$ cat config.mk
export PLATFORM = sky130hd
export DESIGN_NAME = demux2_stream
export DESIGN_NICKNAME = d
export VERILOG_FILES = /design/src/rtl/demux2_stream_pkg.sv /design/src/rtl/fifo2.sv /design/src/rtl/demux2_stream.sv
export SDC_FILE = /design/constraint.sdc
export NUM_CORES = 1
export LEC_CHECK = 0
export ABC_AREA = 1
export ABC_CLOCK_PERIOD_IN_PS = 2000
export CELL_PAD_IN_SITES_DETAIL_PLACEMENT = 1
export CELL_PAD_IN_SITES_GLOBAL_PLACEMENT = 2
export CORE_UTILIZATION = 31
export DETAILED_ROUTE_END_ITERATION = 12
export PLACE_DENSITY = 0.84
export SETUP_SLACK_MARGIN = 0.4
export SLEW_MARGIN = 25
export SYNTH_ARGS = -nofsm -noshare
export SYNTH_HDL_FRONTEND = slang
export SYNTH_SLANG_ARGS = --single-unit
$ cat constraint.sdc
create_clock -name clk -period 2 [get_ports clk]
set_input_delay 0.2 -clock clk [delete_from_list [all_inputs] [get_ports clk]]
set_output_delay 0.2 -clock clk [all_outputs]
set_load 0.01 [all_outputs]
$ cat src/rtl/demux2_stream_pkg.sv
// Shared constants for the 2-way stream demultiplexer.
//   FIFO_DEPTH   : entries per output FIFO
//   CNT_W        : width of the per-port transfer counters
//   DEF_BITWIDTH : default data path width
//   OCC_W        : width of a FIFO occupancy value (0..FIFO_DEPTH)
package demux2_stream_pkg;

   localparam int unsigned FIFO_DEPTH   = 2;
   localparam int unsigned CNT_W        = 8;
   localparam int unsigned DEF_BITWIDTH = 32;
   localparam int unsigned OCC_W        = $clog2(FIFO_DEPTH + 1);

endpackage

$ cat src/rtl/fifo2.sv
// Two-entry FIFO with a valid/ready output port and a transfer counter.
//   clk, rst_n : clock, async active-low reset
//   push_req   : request to push push_data (ignored while full)
//   push_data  : word to push
//   full       : registered full flag
//   valid      : registered not-empty flag
//   ready      : downstream takes the head word
//   data       : registered head word (holds its last value when empty)
//   cnt        : count of completed output transfers, wraps
module fifo2
   import demux2_stream_pkg::*;
#(
   parameter int unsigned bitwidth = DEF_BITWIDTH
) (
   input  logic                clk,
   input  logic                rst_n,
   input  logic                push_req,
   input  logic [bitwidth-1:0] push_data,
   output logic                full,
   output logic                valid,
   input  logic                ready,
   output logic [bitwidth-1:0] data,
   output logic [CNT_W-1:0]    cnt
);

   logic [OCC_W-1:0]    occ_q;
   logic [OCC_W-1:0]    occ_d;
   logic [bitwidth-1:0] head_d;
   logic [bitwidth-1:0] tail_q;
   logic [bitwidth-1:0] tail_d;
   logic                push;
   logic                pop;

   // Next-state: head lives in 'data' so the output is a plain register.
   // A full FIFO refuses pushes even when popped in the same cycle.
   always_comb begin
      push   = push_req & ~full;
      pop    = valid & ready;
      occ_d  = occ_q;
      head_d = data;
      tail_d = tail_q;
      case ({push, pop})
         2'b10: begin
            if (occ_q == OCC_W'(0)) head_d = push_data;
            else                    tail_d = push_data;
            occ_d = occ_q + OCC_W'(1);
         end
         2'b01: begin
            if (occ_q == OCC_W'(FIFO_DEPTH)) head_d = tail_q;
            occ_d = occ_q - OCC_W'(1);
         end
         // push and pop together only happens at occupancy 1
         2'b11: head_d = push_data;
         default: ;
      endcase
   end

   // State and flag registers
   always_ff @(posedge clk or negedge rst_n) begin
      if (!rst_n) begin
         occ_q  <= '0;
         data   <= '0;
         tail_q <= '0;
         valid  <= 1'b0;
         full   <= 1'b0;
         cnt    <= '0;
      end else begin
         occ_q  <= occ_d;
         data   <= head_d;
         tail_q <= tail_d;
         valid  <= (occ_d != OCC_W'(0));
         full   <= (occ_d == OCC_W'(FIFO_DEPTH));
         if (pop) cnt <= cnt + CNT_W'(1);
      end
   end

endmodule

$ cat src/rtl/demux2_stream.sv
// Routes a valid/ready input stream to one of two output streams by sel,
// each output buffered by a 2-entry FIFO.
//   clk, rst_n                 : clock, async active-low reset
//   sel                        : 0 -> port a, 1 -> port b
//   in_valid/in_ready/in_data  : input stream
//   a_valid/a_ready/a_data     : output stream a
//   b_valid/b_ready/b_data     : output stream b
//   a_cnt, b_cnt               : completed transfers per output port
module demux2_stream
   import demux2_stream_pkg::*;
#(
   parameter int unsigned bitwidth = DEF_BITWIDTH
) (
   input  logic                clk,
   input  logic                rst_n,
   input  logic                sel,
   input  logic                in_valid,
   output logic                in_ready,
   input  logic [bitwidth-1:0] in_data,
   output logic                a_valid,
   input  logic                a_ready,
   output logic [bitwidth-1:0] a_data,
   output logic                b_valid,
   input  logic                b_ready,
   output logic [bitwidth-1:0] b_data,
   output logic [CNT_W-1:0]    a_cnt,
   output logic [CNT_W-1:0]    b_cnt
);

   logic a_full;
   logic b_full;

   // Depends only on sel and registered full flags, never on downstream ready
   assign in_ready = sel ? ~b_full : ~a_full;

   fifo2 #(.bitwidth(bitwidth)) u_fifo_a (
      .clk       (clk),
      .rst_n     (rst_n),
      .push_req  (in_valid & ~sel),
      .push_data (in_data),
      .full      (a_full),
      .valid     (a_valid),
      .ready     (a_ready),
      .data      (a_data),
      .cnt       (a_cnt)
   );

   fifo2 #(.bitwidth(bitwidth)) u_fifo_b (
      .clk       (clk),
      .rst_n     (rst_n),
      .push_req  (in_valid & sel),
      .push_data (in_data),
      .full      (b_full),
      .valid     (b_valid),
      .ready     (b_ready),
      .data      (b_data),
      .cnt       (b_cnt)
   );

endmodule

==> flow_summary.ini, run 1 <==
[global_route]
first_global_vias = 6026
grt_max_degree = 65
globalRouteTotalUtil_pct = 17.80
wire_length_of_the_first_global_routing_pass_um = 31170
overflow = 0
antenna_violations_before_repair = 0

[pwr]
p_comb_share_pct = 40.5
power.net_switching_uw = 5454
design_power_total_uw = 15100
power.share.clock_pct = 23.2
seqPwrFrac_pct = 36.3
power-per-cell-area_nw_per_um2 = 1561
internal_power_uw = 9642
p_sw_share_pct = 36.13
static-leakage-power_uw = 0.004782
power.ir.vdd_worst_uv = 600.5

[setup_path]
crit_path_cell_trace = nor3_2 -> inv_1 -> ha_4 -> inv_2 -> nor2_2 -> nor2_4 -> buf_12 -> buf_6 -> nand3_1 -> nand2_1
r2r_end = u_fifo_a.data[31]
ff2ff_path_depth = 10
worst_r2r_startpoint = u_fifo_a.full
cp_slowest_cell = sky130_fd_sc_hd__dfrtp_1
cp_data_arrival_time_ps = 1980
ff2ff_setup_slack_ps = 370
crit_end_category = flip-flop
slowest_delay_ps = 390
path_class = reg -> reg
crit_path_max_fanout = 10
critical_path_required_ps = 2350
critical_path.startpoint_type = flip-flop
worst_setup_path_startpoint = u_fifo_a.full

[cells_and_area]
post_route_core_utilization_pct = 45.42
instances_no_fill = 1239
design_area_sq_um = 9668
fillerInstances = 2457
area_growth_syn_to_layout_pct = 41.88
multi_input_comb_area_sq_um = 2849
antenna_cells = 0
post_route_cells_drive_above_1_share_pct = 15.77
num-nets-final = 999
layout.area.seq_sq_um = 3804

[timing]
slew_viol_final = 0
grt_setup_unrepaired = yes
maxClockFrequency_ghz = 0.6143
min_period_over_period_pct = 81.39
final.min_clock_period_ps = 1628
tightestPinTransition_ps = 456.1
worst_slew_margin_rel_pct = 69.60
clock_skew_ps = 12.10
finalHoldViolCount = 0
timing.final.setup_violations = 0

[logic_synthesis]
mean_instance_size_in_the_synthesized_netlist_sq_um = 8.402
synthesis_stage_register_bit_count = 152
post_synth_main_area_contributors = sky130_fd_sc_hd__dfrtp_1 56%, sky130_fd_sc_hd__nand2_1 17%, sky130_fd_sc_hd__o21ai_0 8.4%
synth.distinct_cells = 25
mappedNetlistNets = 858
synth_largest_type_area_fraction_pct = 55.82
yosysWarningCount = 0
synthCells = 811
synth_top_cell_by_area = sky130_fd_sc_hd__dfrtp_1
sequential_element_share_of_the_synthesized_area_pct = 55.82
combined_area_of_all_synthesized_cells_sq_um = 6814

[place]
io_buffer_count = 120
detailedPlacementHpwl_um = 12220
placed_cells = 1183
dpl_cell_area_sq_um = 8431
routabilityCongestion = 0.7366

[clocking]
clock_insertion_delay_worst_skew_ps = 420
tritoncts_num_sinks = 152
worst_setup_hold_path_clk_slew_ps = 60
cts_max_path_buffers = 2
cts-root-buf = sky130_fd_sc_hd__clkbuf_16
ctsHtreeMaxLevel = 4
cts_buffers = 17
cts_tree = done

[flow_run]
cap_viol_max_count = 0

[floorplanning]
start_util_pct = 32.01
design.portCount = 121
fp.dieArea_sq_um = 22580
chipWidth_um = 150.3
chipHeight_um = 150.3
floorplan.rows = 53
design.core.area_sq_um = 21290

[route]
viasPerCell = 4.700
iter_0_drt_violations = 223
drt_first_pass_iters = 4
wl_per_cell_um = 15.55
drtAntennaViolNets = 0
postRouteWirelength_um = 19270
drc = 0
routed-via-count = 5823

[run_status]
outcome = finished, final reports clean

[hold_path]
hp-class = in -> async
flip-flops by register name, indices dropped and copies added (netlist names):
name and flops:
u_fifo_b.occ_q 2, u_fifo_b.data 32, u_fifo_a.cnt 8, u_fifo_b.cnt 8
u_fifo_a.occ_q 2, u_fifo_b.tail_q 32, u_fifo_a.tail_q 32, u_fifo_b.full 1
u_fifo_a.valid 1, u_fifo_a.full 1, u_fifo_b.valid 1, u_fifo_a.data 32
how the worst max path moves through the flow:
stage                         to  depth (start not counted)  slack, ps
6_report       u_fifo_a.data[31]                         10        370
2_1_floorplan   u_fifo_a.data[0]                         11        380
5_1_grt        u_fifo_a.data[11]                         10        260
4_1_cts         u_fifo_a.data[3]                         10        380
3_5_place_dp    u_fifo_b.data[4]                         10       -110
3_3_place_gp    u_fifo_b.data[7]                         10        -70
cell usage after synthesis:
| library cell | count |
|---|---|
| sky130_fd_sc_hd__nand2_1 | 304 |
| sky130_fd_sc_hd__dfrtp_1 | 152 |
| sky130_fd_sc_hd__o21ai_0 | 114 |
| sky130_fd_sc_hd__nand3_1 | 74 |
| sky130_fd_sc_hd__inv_1 | 61 |
| sky130_fd_sc_hd__buf_2 | 18 |
| sky130_fd_sc_hd__o21ai_1 | 16 |
| sky130_fd_sc_hd__clkbuf_1 | 13 |
| sky130_fd_sc_hd__buf_4 | 10 |
| sky130_fd_sc_hd__ha_1 | 9 |
| sky130_fd_sc_hd__nor2_1 | 9 |
| sky130_fd_sc_hd__xnor2_1 | 7 |
| sky130_fd_sc_hd__buf_6 | 5 |
| sky130_fd_sc_hd__inv_2 | 3 |
| sky130_fd_sc_hd__nand4_1 | 3 |
| sky130_fd_sc_hd__xor2_1 | 3 |
| sky130_fd_sc_hd__nand3b_1 | 2 |
| sky130_fd_sc_hd__a21oi_1 | 1 |
| sky130_fd_sc_hd__a21oi_2 | 1 |
| sky130_fd_sc_hd__nand2_2 | 1 |
| sky130_fd_sc_hd__nand2_4 | 1 |
| sky130_fd_sc_hd__nor2_2 | 1 |
| sky130_fd_sc_hd__nor2_4 | 1 |
| sky130_fd_sc_hd__nor3_1 | 1 |
| sky130_fd_sc_hd__o21ai_4 | 1 |
layout by cell type, fill, tap and decap left out, types with 3 or more instances in the layout:
| cell | n |
|---|---|
| sky130_fd_sc_hd__xnor2_1 | 7 |
| sky130_fd_sc_hd__dfrtp_1 | 152 |
| sky130_fd_sc_hd__xor2_1 | 3 |
| sky130_fd_sc_hd__nand2_4 | 21 |
| sky130_fd_sc_hd__inv_2 | 6 |
| sky130_fd_sc_hd__clkbuf_8 | 3 |
| sky130_fd_sc_hd__nand4_1 | 3 |
| sky130_fd_sc_hd__bufinv_16 | 4 |
| sky130_fd_sc_hd__clkinv_4 | 3 |
| sky130_fd_sc_hd__buf_4 | 23 |
| sky130_fd_sc_hd__ha_4 | 4 |
| sky130_fd_sc_hd__inv_1 | 56 |
| sky130_fd_sc_hd__o21ai_1 | 19 |
| sky130_fd_sc_hd__dlygate4sd2_1 | 7 |
| sky130_fd_sc_hd__clkbuf_16 | 19 |
| sky130_fd_sc_hd__buf_6 | 9 |
| sky130_fd_sc_hd__nand3_1 | 73 |
| sky130_fd_sc_hd__buf_12 | 12 |
| sky130_fd_sc_hd__dlymetal6s2s_1 | 12 |
| sky130_fd_sc_hd__o21ai_0 | 111 |
| sky130_fd_sc_hd__ha_1 | 4 |
| sky130_fd_sc_hd__nand2_1 | 253 |
| sky130_fd_sc_hd__clkdlybuf4s50_1 | 100 |
| sky130_fd_sc_hd__nand2_2 | 32 |
| sky130_fd_sc_hd__nor2_1 | 8 |
per-stage QoR:
stage,setup WS (ps),TNS (ps),hold WS [ps]
after floorplan,375.1,0,-95.59
after global placement,-71.13,-1827,165.5
after detailed placement,-105.9,-4451,174.5
after CTS,380.4,0,286.0
after global routing,258.5,0,313.4
final,372.2,0,277.9
critical path: cells and delay by family (launching register included):
kind / cells / cell delay [ps]
adder cells (fa/ha/maj): 1 / 190
buffers and inverters: 4 / 480
flip-flops: 1 / 390
AND/OR/NAND/NOR: 5 / 500
routing by layer:
metal  routed length [um]  track usage (%)
met1                 9244            23.72
met2                 9210            29.08
met3                  631            3.970
met4                  185            4.697
met5                    0                0
area by class of cell:
cell class                      count  area share (%)
Sequential cell                   152           39.34
Multi-Input combinational cell    551           29.47
Timing Repair Buffer              166           18.48
Clock buffer                       21           4.866
Tap cell                          275           3.559
Inverter                           64           2.549
Clock inverter                     10           1.734
power by group through the flow:
stage	registers [uW]	logic, uW	clock network, uW
6_report	5480	6110	3500
2_1_floorplan	5580	2610	0
3_3_place_gp	5440	5170	0
5_1_grt	5670	6830	3690
3_5_place_dp	5460	5330	0
4_1_cts	5400	5650	3590
kinds of logic after synthesis:
kind of cell             after synthesis  share of synthesized area, %
AND/OR/NAND/NOR                      397                         23.76
flip-flops                           152                         55.82
AO/OA/AOI/OAI                        133                         9.989
buffers and inverters                110                         7.492
XOR/XNOR                              10                         1.285
adder cells (fa/ha/maj)                9                         1.653
repair_timing:
item / in CTS / in global routing
hold buffers: 1 / 0
cloned: 3 / 3
gates resized for setup: 17 / 97
setup endpoints to repair: 77 / 109
pin swaps: 4 / 28
endpoints found under the hold margin: 40 / 0
setup buffers: 10 / 8
Power figures use the tool's default switching activity.
==> run 2: changes to the inputs <==
--- a/config.mk
+++ b/config.mk
@@ -6,12 +6,12 @@
 export NUM_CORES = 1
 export LEC_CHECK = 0
 export ABC_AREA = 1
-export ABC_CLOCK_PERIOD_IN_PS = 2000
+export ABC_CLOCK_PERIOD_IN_PS = 1400
 export CELL_PAD_IN_SITES_DETAIL_PLACEMENT = 1
 export CELL_PAD_IN_SITES_GLOBAL_PLACEMENT = 2
-export CORE_UTILIZATION = 31
+export CORE_UTILIZATION = 28
 export DETAILED_ROUTE_END_ITERATION = 12
-export PLACE_DENSITY = 0.84
+export PLACE_DENSITY = 0.81
 export SETUP_SLACK_MARGIN = 0.4
 export SLEW_MARGIN = 25
 export SYNTH_ARGS = -nofsm -noshare
==> constraint.sdc (replaced) <==
create_clock -name clk -period 1.4 [get_ports clk]
set_input_delay 0.14 -clock clk [delete_from_list [all_inputs] [get_ports clk]]
set_output_delay 0.14 -clock clk [all_outputs]
set_load 0.01 [all_outputs]
==> run 2 against run 1 <==
The flow now finishes with violations (negative setup slack); clock power increased by 31%; fmax decreased by 6.0%; power grew 68%; utilization rose by 3.9 points; sequential power is 44% higher; global-route usage up 2.7 points; cell area rose by 21%; die area rose by 11%; largest cell class unchanged; largest power group unchanged.
==> flow_summary.ini, run 2 (same netlist as run 1, synthesis figures left out) <==
[global_route]
globalRouteTotalUtil_pct = 20.49
first_global_vias = 6858
wire_length_of_the_first_global_routing_pass_um = 38070
grt_max_degree = 41
overflow = 0
antenna_violations_before_repair = 0

[setup_path]
crit_path_cell_trace = inv_2 -> nand2_2 -> nor2_4 -> inv_4 -> ha_4 -> buf_6 -> buf_4 -> o21ai_0 -> nand3_4 -> nand2_2
ff2ff_path_depth = 10
crit_family = simple AND/OR/NAND/NOR gates
path_class = reg -> reg
critical_path_required_ps = 1770
crit_end_category = flip-flop
crit_path_max_fanout = 3
critPathMostFrequentCell = sky130_fd_sc_hd__nand2_2
cp_num_buf_inv = 4
slowest_delay_ps = 370
cp_data_arrival_time_ps = 2100
critical_path_cell_count = 10
critical_path.startpoint_type = flip-flop
cp_slowest_cell = sky130_fd_sc_hd__dfrtp_1

[clocking]
cts_tree = done
tritoncts_num_sinks = 152
worst_setup_hold_path_clk_slew_ps = 70
cts-root-buf = sky130_fd_sc_hd__clkbuf_16
cts_buffers = 17
clock_insertion_delay_worst_skew_ps = 440
cts_max_path_buffers = 2
ctsHtreeMaxLevel = 4

[pwr]
power.net_switching_uw = 9839
seqPwrFrac_pct = 31.0
power.ir.vdd_worst_uv = 779.9
static-leakage-power_uw = 0.005789
p_comb_share_pct = 50.9
power-per-cell-area_nw_per_um2 = 2177
p_sw_share_pct = 38.70
internal_power_uw = 15590
power.share.clock_pct = 18.0

[hold_path]
hp-class = in -> async

[timing]
grt_setup_unrepaired = yes
min_period_over_period_pct = 123.7
timing.final.setup_violations = 135
tightestPinTransition_ps = 457.1
holdWs_ps = 199.0
timing.setup.tns_ps = -27490
maxClockFrequency_ghz = 0.5776
worst_slew_margin_rel_pct = 69.52
setup_ws_ps = -331.3
slew_viol_final = 0
clock_skew_ps = 7.917
final.min_clock_period_ps = 1731
finalHoldViolCount = 0

[route]
drt_first_pass_iters = 4
wl_per_cell_um = 17.94
postRouteWirelength_um = 25460
drc = 0
routed-via-count = 6591
drtAntennaViolNets = 0
viasPerCell = 4.645
iter_0_drt_violations = 361

[cells_and_area]
commonest_non_fill_non_tap_cell_in_the_layout = sky130_fd_sc_hd__nand2_1
post_route_cells_drive_above_1_share_pct = 46.36
layout.area.seq_sq_um = 3806
design_area_sq_um = 11680
post_route_core_utilization_pct = 49.30
multi_input_comb_area_sq_um = 3492
instances_no_fill = 1419
area_growth_syn_to_layout_pct = 71.36
fillerInstances = 2678
layout_common_cells = 196 x sky130_fd_sc_hd__nand2_1, 150 x sky130_fd_sc_hd__dfrtp_1, 103 x sky130_fd_sc_hd__buf_4
antenna_cells = 0
num-nets-final = 1134

[place]
routabilityCongestion = 0.6915
io_buffer_count = 120
detailedPlacementHpwl_um = 13010
placed_cells = 1249
dpl_cell_area_sq_um = 8743

[run_status]
violated_checks = negative setup slack
outcome = finished, violations left

[floorplanning]
floorplan.rows = 56
start_util_pct = 28.77
design.core.area_sq_um = 23680
fp.dieArea_sq_um = 24960
chipHeight_um = 158
chipWidth_um = 158
design.portCount = 121

[flow_run]
cap_viol_max_count = 0
-- run 2: timing repair --
action,4_1_cts,5_1_grt
endpoints found under the setup margin,231,233
pin swaps,27,56
hold endpoints to repair,82,0
hold buffers,1,0
gates resized for setup,554,150
setup buffers,80,32
gates cloned,21,4
-- run 2: worst reg2reg max path: stages (launching register included) --
cell and delay, ps:
sky130_fd_sc_hd__dfrtp_1 370, sky130_fd_sc_hd__inv_2 50, sky130_fd_sc_hd__nand2_2 60, sky130_fd_sc_hd__nor2_4 160
sky130_fd_sc_hd__inv_4 70, sky130_fd_sc_hd__ha_4 170, sky130_fd_sc_hd__buf_6 110, sky130_fd_sc_hd__buf_4 120
sky130_fd_sc_hd__o21ai_0 330, sky130_fd_sc_hd__nand3_4 130, sky130_fd_sc_hd__nand2_2 90
-- run 2: final timing paths --
| check | end | slack, ps | startpoint |
|---|---|---|---|
| setup / recovery | u_fifo_b.data[31] | -330 | u_fifo_b.full |
| hold reg to reg | u_fifo_a.data[30] | 470 | u_fifo_a.data[30] |
| setup reg to reg | u_fifo_b.data[31] | -330 | u_fifo_b.full |
| min in group clk | u_fifo_b.tail_q[15] | 330 | in_data[15] |
| max in group asynchronous | u_fifo_b.data[1] | 600 | rst_n |
| hold / removal | u_fifo_a.cnt[5] | 200 | rst_n |
-- run 2: through the flow --
stage,total power (uW),setup slack [ps]
finish,25420,-331.3
global placement,15640,-499.0
detailed placement,15910,-552.0
global route,27060,-429.7
CTS,23140,-243.4
floorplan,12050,-224.9
-- run 2: final cells by class --
| cell class | count | share of cell area (%) |
|---|---|---|
| timing repair buffer | 303 | 27.04 |
| sequential | 152 | 32.60 |
| clock buffer | 20 | 3.911 |
| inverter | 64 | 2.143 |
| clock inverter | 12 | 0.9859 |
| multi-input combinational | 549 | 29.91 |
| tap | 319 | 3.418 |
-- run 2: metal layers --
metal | track usage (%) | up-vias | routed length (um)
li1 | - | 3150 | -
met1 | 25.53 | 3300 | 11330
met2 | 35.43 | 113 | 12880
met3 | 4.051 | 28 | 815
met4 | 6.639 | 0 | 440
met5 | 0 | - | 0
-- run 2: power groups by stage --
stage / clock network, uW / registers, uW / logic (uW)
after floorplan: 0 / 7990 / 4060
after global routing: 4860 / 8090 / 14100
final: 4590 / 7890 / 12900
after detailed placement: 0 / 7790 / 8120
after global placement: 0 / 7760 / 7880
after CTS: 4650 / 7690 / 10800
